$ cat config.mk
export PLATFORM = sky130hd
export DESIGN_NAME = serial2parallel_sync
export DESIGN_NICKNAME = d
export VERILOG_FILES = /design/src/rtl/serial2parallel_sync.sv
export SDC_FILE = /design/constraint.sdc
export NUM_CORES = 1
export LEC_CHECK = 0
export ABC_AREA = 1
export ABC_CLOCK_PERIOD_IN_PS = 4400
export BUFFER_PORTS_ARGS = -buffer_cell sky130_fd_sc_hd__buf_2
export CORE_MARGIN = 1
export CORE_UTILIZATION = 35
export CTS_BUF_LIST = sky130_fd_sc_hd__clkbuf_8
export DETAILED_ROUTE_END_ITERATION = 8
export HOLD_SLACK_MARGIN = 0.1
export PLACE_DENSITY_LB_ADDON = 0.15
export SKIP_LAST_GASP = 1
export SLEW_MARGIN = 10
export SYNTH_ARGS = -nofsm -noshare
export SYNTH_HDL_FRONTEND = slang
export SYNTH_SLANG_ARGS = --single-unit
$ cat constraint.sdc
create_clock -name clk_sig -period 4.4 [get_ports clk_sig]
set_input_delay 0.88 -clock clk_sig [delete_from_list [all_inputs] [get_ports clk_sig]]
set_output_delay 0.88 -clock clk_sig [all_outputs]
set_load 0.005 [all_outputs]
$ cat src/rtl/serial2parallel_sync.sv
`default_nettype none
// =============================================================================
// Module  : serial2parallel_sync
// Purpose : sync-word framed serial-to-parallel deserializer with flywheel
//           lock; define SER2PAR_MISS_CNT_EN to add the sync_miss_total counter.
// Rev     : 1.0
// =============================================================================
module serial2parallel_sync #(
  parameter int                  WIDTH      = 2,
  parameter int                  SYNC_LEN   = 8,
  parameter logic [SYNC_LEN-1:0] SYNC_WORD  = 8'hB8,
  parameter int                  FRAME_SYMS = 16,
  parameter int                  MISS_LIMIT = 2
) (
  input  logic             clk_sig,
  input  logic             reset_sig,
  input  logic             serial_sig,
  input  logic             serial_valid,
  output logic [WIDTH-1:0] parallel_sig,
  output logic             parallel_valid,
  output logic             frame_start,
  output logic             locked
`ifdef SER2PAR_MISS_CNT_EN
  ,
  output logic [15:0]      sync_miss_total
`endif
);

  // One bit counter serves both the symbol slot (LOCKED) and the sync slot (CHECK).
  localparam int c_bit_range = (WIDTH > SYNC_LEN) ? WIDTH : SYNC_LEN;
  localparam int c_bit_w     = $clog2(c_bit_range);
  localparam int c_sym_w     = (FRAME_SYMS > 1) ? $clog2(FRAME_SYMS) : 1;
  localparam int c_miss_w    = (MISS_LIMIT > 1) ? $clog2(MISS_LIMIT) : 1;
  localparam logic [c_bit_w-1:0] c_width_last = c_bit_w'(WIDTH - 1);
  localparam logic [c_bit_w-1:0] c_sync_last  = c_bit_w'(SYNC_LEN - 1);
  localparam logic [c_sym_w-1:0] c_sym_last   = c_sym_w'(FRAME_SYMS - 1);

  typedef enum logic [1:0] {
    ST_HUNT   = 2'd0,
    ST_LOCKED = 2'd1,
    ST_CHECK  = 2'd2
  } state_e;

  state_e              state_q,    state_d;
  logic [SYNC_LEN-1:0] sync_sr_q,  sync_sr_d;
  logic [WIDTH-1:0]    asm_q,      asm_d;
  logic [c_bit_w-1:0]  bit_cnt_q,  bit_cnt_d;
  logic [c_sym_w-1:0]  sym_cnt_q,  sym_cnt_d;
  logic [c_miss_w-1:0] miss_cnt_q, miss_cnt_d;
  logic [WIDTH-1:0]    par_q,      par_d;
  logic                pvalid_q,   pvalid_d;
  logic                fstart_q,   fstart_d;

  logic [SYNC_LEN-1:0] sr_shift;
  logic [WIDTH-1:0]    asm_shift;
  logic                sync_hit;

  assign sr_shift  = {sync_sr_q[SYNC_LEN-2:0], serial_sig};
  assign asm_shift = {asm_q[WIDTH-2:0], serial_sig};
  assign sync_hit  = (sr_shift == SYNC_WORD);

  always_comb begin
    state_d    = state_q;
    sync_sr_d  = sync_sr_q;
    asm_d      = asm_q;
    bit_cnt_d  = bit_cnt_q;
    sym_cnt_d  = sym_cnt_q;
    miss_cnt_d = miss_cnt_q;
    par_d      = par_q;
    pvalid_d   = 1'b0;
    fstart_d   = 1'b0;
    if (serial_valid) begin
      case (state_q)
        ST_HUNT: begin
          sync_sr_d = sr_shift;
          if (sync_hit) begin
            state_d    = ST_LOCKED;
            bit_cnt_d  = '0;
            sym_cnt_d  = '0;
            miss_cnt_d = '0;
          end
        end
        ST_LOCKED: begin
          asm_d = asm_shift;
          if (bit_cnt_q == c_width_last) begin
            bit_cnt_d = '0;
            par_d     = asm_shift;
            pvalid_d  = 1'b1;
            fstart_d  = (sym_cnt_q == '0);
            if (sym_cnt_q == c_sym_last) begin
              sym_cnt_d = '0;
              sync_sr_d = '0;
              state_d   = ST_CHECK;
            end else begin
              sym_cnt_d = sym_cnt_q + 1'b1;
            end
          end else begin
            bit_cnt_d = bit_cnt_q + 1'b1;
          end
        end
        ST_CHECK: begin
          sync_sr_d = sr_shift;
          if (bit_cnt_q == c_sync_last) begin
            bit_cnt_d = '0;
            if (sync_hit) begin
              miss_cnt_d = '0;
              state_d    = ST_LOCKED;
            end else if ((int'(miss_cnt_q) + 1) < MISS_LIMIT) begin
              miss_cnt_d = miss_cnt_q + 1'b1;
              state_d    = ST_LOCKED;
            end else begin
              // Dropping lock keeps sync_sr so an immediately following sync re-locks.
              miss_cnt_d = '0;
              state_d    = ST_HUNT;
            end
          end else begin
            bit_cnt_d = bit_cnt_q + 1'b1;
          end
        end
        default: state_d = ST_HUNT;
      endcase
    end
  end

  always_ff @(posedge clk_sig) begin
    if (reset_sig) begin
      state_q    <= ST_HUNT;
      sync_sr_q  <= '0;
      asm_q      <= '0;
      bit_cnt_q  <= '0;
      sym_cnt_q  <= '0;
      miss_cnt_q <= '0;
      par_q      <= '0;
      pvalid_q   <= 1'b0;
      fstart_q   <= 1'b0;
    end else begin
      state_q    <= state_d;
      sync_sr_q  <= sync_sr_d;
      asm_q      <= asm_d;
      bit_cnt_q  <= bit_cnt_d;
      sym_cnt_q  <= sym_cnt_d;
      miss_cnt_q <= miss_cnt_d;
      par_q      <= par_d;
      pvalid_q   <= pvalid_d;
      fstart_q   <= fstart_d;
    end
  end

  assign parallel_sig   = par_q;
  assign parallel_valid = pvalid_q;
  assign frame_start    = fstart_q;
  assign locked         = (state_q != ST_HUNT);

`ifdef SER2PAR_MISS_CNT_EN
  logic        miss_event;
  logic [15:0] miss_total_q, miss_total_d;

  assign miss_event = serial_valid && (state_q == ST_CHECK) &&
                      (bit_cnt_q == c_sync_last) && !sync_hit;

  always_comb begin
    miss_total_d = miss_total_q;
    if (miss_event && (miss_total_q != 16'hFFFF)) miss_total_d = miss_total_q + 16'd1;
  end

  always_ff @(posedge clk_sig) begin
    if (reset_sig) miss_total_q <= '0;
    else           miss_total_q <= miss_total_d;
  end

  assign sync_miss_total = miss_total_q;
`endif

endmodule
`default_nettype wire

After elaboration in Yosys (flattened, before gate mapping):

Index checks and enable logic that the tools add are counted.

* register bits: 22
* bits in latches: 0
* bits in writable memories: 0
* ROM bits: 0
* memories kept: 0

* add/sub/neg operators: 4
* multiply operators: 0
* divide/modulo/power cells: 0
* order comparisons: 1
* equality and inequality tests: 10
* shift operators: 0
* mux-type cells: 24
* bitwise operators: 3
* reduce and logical (&&, ||, !) cells: 17

Operator list (count)
* $mux 7: 2
* $pmux 7 s2: 1
* $mux 4: 3
* $reduce_and 4->1: 3
* $mux 3: 3
* $pmux 3 s3: 1
* $eq 8x8->1 const B: 1
* $mux 2: 4
* $ne 2x2->1 const B: 4
* $pmux 4 s2: 1
* $reduce_bool 2->1: 4
* $mux 1: 7
* $pmux 2 s3: 1
* $reduce_and 3->1: 2
* $reduce_and 5->1: 1
* $add 4x1->4 const B: 1
* $eq 4x4->1 const B: 1
* $logic_not 4->1: 1
* $reduce_or 4->1: 1
* $add 3x1->3 const B: 1
* $eq 3x1->1 const B: 1
* $eq 3x3->1 const B: 1
* $not 1->1: 3
* $reduce_bool 3->1: 1
* other kinds (10): 10

Logic depth before layout (Yosys ltp):

* depth in word-level cells: 6
* mapped depth: 11
* gate-level depth less buffers: 11

Worst setup path before layout:

OpenSTA, ideal clock, no wires.

* kind: register -> output
* from: register state_q[0]
* to: output locked
* data arrival time: 900 ps
* data required time: 3520 ps
* path slack: 2620 ps
* stages on the path, launching flop included: 4
* path buffers: 0
* cells stage by stage: dfxtp_1 -> inv_1 -> ha_1 -> inv_1

* word-level cells in the longest chain between the ends: 1

Ends and longest elaborated chain
* from (decl): RTL line 44 `state_e state_q, state_d;`
* from (signal assigned): RTL line 137 `state_q <= state_d;`
* $reduce_bool 2->1: RTL line 152 `assign locked = (state_q != ST_HUNT);`
* to (decl): RTL line 22 `output logic locked`

Every way passes these cells.

Worst setup path in the final report:

Ends and elaborated chain as after synthesis.

==> flow_summary.yaml <==
status:
  status: "finished clean"
drt:
  drtAntennaViolNets: 0
  vias: 1033
  post-route-drc-count: 0
  drtIter0Drc: 27
  vias_per_cell: 4.51
  wl_per_cell_microns: 10.2
  firstDrtPassIters: 4
  drt_wl_total_microns: 2340
layout:
  multi_input_area_sq_um: 651
  diodes: 0
  final_common_cell: "nand2_1"
  finalNonFillerCells: 229
  post_route_cells_drive_above_1_share_pct: 12.6
  nets: 198
  mostFrequentLayoutCells: "nand2_1, nor2_1, inv_1, dfxtp_1, a21oi_1"
  ff_latch_area_sq_um: 440
  syn2layout_area_growth_pct: 9.36
  nFillCells: 379
cts:
  cts_max_level: 1
  postCtsSetupBuffers: 0
  cts.repair.resized: 0
  clk_pin_slew_ns: 0.09
  cts_buffer_depth: 2
  root_buffer: "clkbuf_8"
  cts_tree: "yes"
  holdBufCountCts: 0
  cts_sinks: 22
  numCtsBuffers: 3
  clock_latency_ns: 0.26
run:
  drv_cap: 0
yosys:
  synth_fp_nets: 189
  ys_ff_latch: 22
  postSynthCellCount: 175
  syn_area_per_cell_sq_um: 7.03
  ys_types: 21
  syn-cell-area_sq_um: 1230
  ys_warn_count: 0
  ys_seq_area_share_pct: 35.8
timing:
  setup-tns-final_ns: 0
  drv_slew: 0
  rsz0062_at_grt: "no"
  fmax_mhz: 432
  skew_ns: 0.00690
  finalSetupViolations: 0
  slew_headroom_pct: 71.2
  worst_pin_slew_ns: 0.432
  finalCritPeriodShare_pct: 52.6
  fin_crit_ns: 2.32
  hold_viol: 0
global_route:
  first_global_vias: 924
  grt_pass1_wl_microns: 4060
  grt_max_degree: 14
  antenna_found_initial: 0
  grt.overflow.total: 0
  grt_usage_pct: 14.4
worst_setup_path:
  setup.worst_path.end_class: "primary output"
  cp-start-kind: "register"
  crit_arrival_ns: 1.44
  timing.rr.end: "sym_cnt_q[1]"
  worst-r2r-cell-count: 6
  critPathMaxFanout: 9
  required_ns: 3.52
  critPathCapture: "locked"
  reg2reg_setup_slack_ns: 2.65
  critPathKind: "reg -> out"
  critPathLaunch: "state_q[0]"
  reg2reg_from: "state_q[0]"
power_and_ir_drop:
  total_power_w: 0.000368
  max-vdd-ir-drop_mv: 0.107
  leakagePower_nw: 0.654
  power_density_nw_per_um2: 273
floorplanning:
  die_h_microns: 61.3
  rows: 21
  die_area_sq_um: 3760
  ios: 9
  die_w_microns: 61.3
  fp.coreArea_sq_um: 3360
  initial_utilization_pct: 36.6
placed_design:
  place_hpwl_microns: 1780
  port_buffers: 8
  placed_cells: 225
  gp_congestion: 0.771
hold_path:
  min_path_type: "reg -> reg"
[cells by family (layout without fill, tap and decap cells)]
kind of cell               Yosys count  count (layout)  share of synthesized area [%]
AOI/OAI and AO/OA                   28              28                           11.6
xor gates and xnor gates             1               1                          0.712
adders and majority gates           10              10                           10.2
buffers and inverters               31              39                           11.3
DFF                                 22              22                           35.8
and+or+nand+nor                     83              83                           30.4
[worst max-delay path: stages, from the launching register on]
cell     delay, ns
dfxtp_1       0.49
inv_1         0.17
ha_1          0.29
inv_1         0.11
buf_2         0.12
[synth_stat cells, drive strengths merged]
| library cell | instances | area, sq um |
|---|---|---|
| xor2 | 1 | 8.76 |
| buf | 3 | 33.8 |
| nand4 | 2 | 12.5 |
| dfxtp | 22 | 440 |
| nor3b | 1 | 7.51 |
| a21oi | 12 | 60.1 |
| nand2 | 40 | 165 |
| ha | 10 | 125 |
| o21ai | 15 | 75.1 |
| nor2 | 29 | 119 |
| o21a | 1 | 7.51 |
| clkbuf | 1 | 3.75 |
| inv | 27 | 101 |
| nand3 | 11 | 70.1 |
[how the worst min path moves through the flow]
stage,slack [ns],cells past startpoint,start,end
CTS,0.46,2,asm_q[0],asm_q[0]
global route,0.49,2,asm_q[0],parallel_sig[1]
detailed placement,0.45,2,asm_q[0],asm_q[0]
finish,0.46,2,asm_q[0],asm_q[0]
global placement,0.44,2,asm_q[0],asm_q[0]
floorplan,0.43,2,asm_q[0],asm_q[0]
[area by class of cell]
cell class                 count  share of cell area, %
clock buffer                   4                   4.09
inverter                      27                   7.53
multi-input combinational    122                   48.4
sequential                    22                   32.7
tap                           46                   4.28
timing repair buffer           8                   2.98
[state kept, by name, indices dropped and copies added (netlist names), 2 cells and up]
signal and count:
state_q 2, sync_sr_q 7, bit_cnt_q 3, parallel_sig 2
sym_cnt_q 4
[metrics by stage]
stage | worst slack [ns] | hold WS (ns) | utilization (%) | cell area [sq um]
after floorplan | 2.62 | 0.430 | - | 1230
after global placement | 2.43 | 0.439 | 38.4 | 1290
after detailed placement | 2.38 | 0.449 | 38.4 | 1290
after CTS | 2.08 | 0.462 | 40.0 | 1350
after global routing | 1.98 | 0.489 | 40.0 | 1350
final | 2.08 | 0.459 | 40.0 | 1350
[routing by layer]
metal  global-route usage (%)  vias to the layer above  wire [microns]
met1                     19.8                      460            1240
met3                     1.89                        2              53
met4                     4.87                        0              23
li1                         -                      561               -
met2                     23.1                       10            1020
met5                        0                        -               0
[power breakdown]
part / leakage, nW / internal, W / switching (W)
Clock: 0.0288 / 0.0000797 / 0.0000678
Combinational: 0.447 / 0.00000522 / 0.0000113
Sequential: 0.178 / 0.000202 / 0.00000172
Total: 0.654 / 0.000287 / 0.0000809
Power figures use the tool's default switching activity.
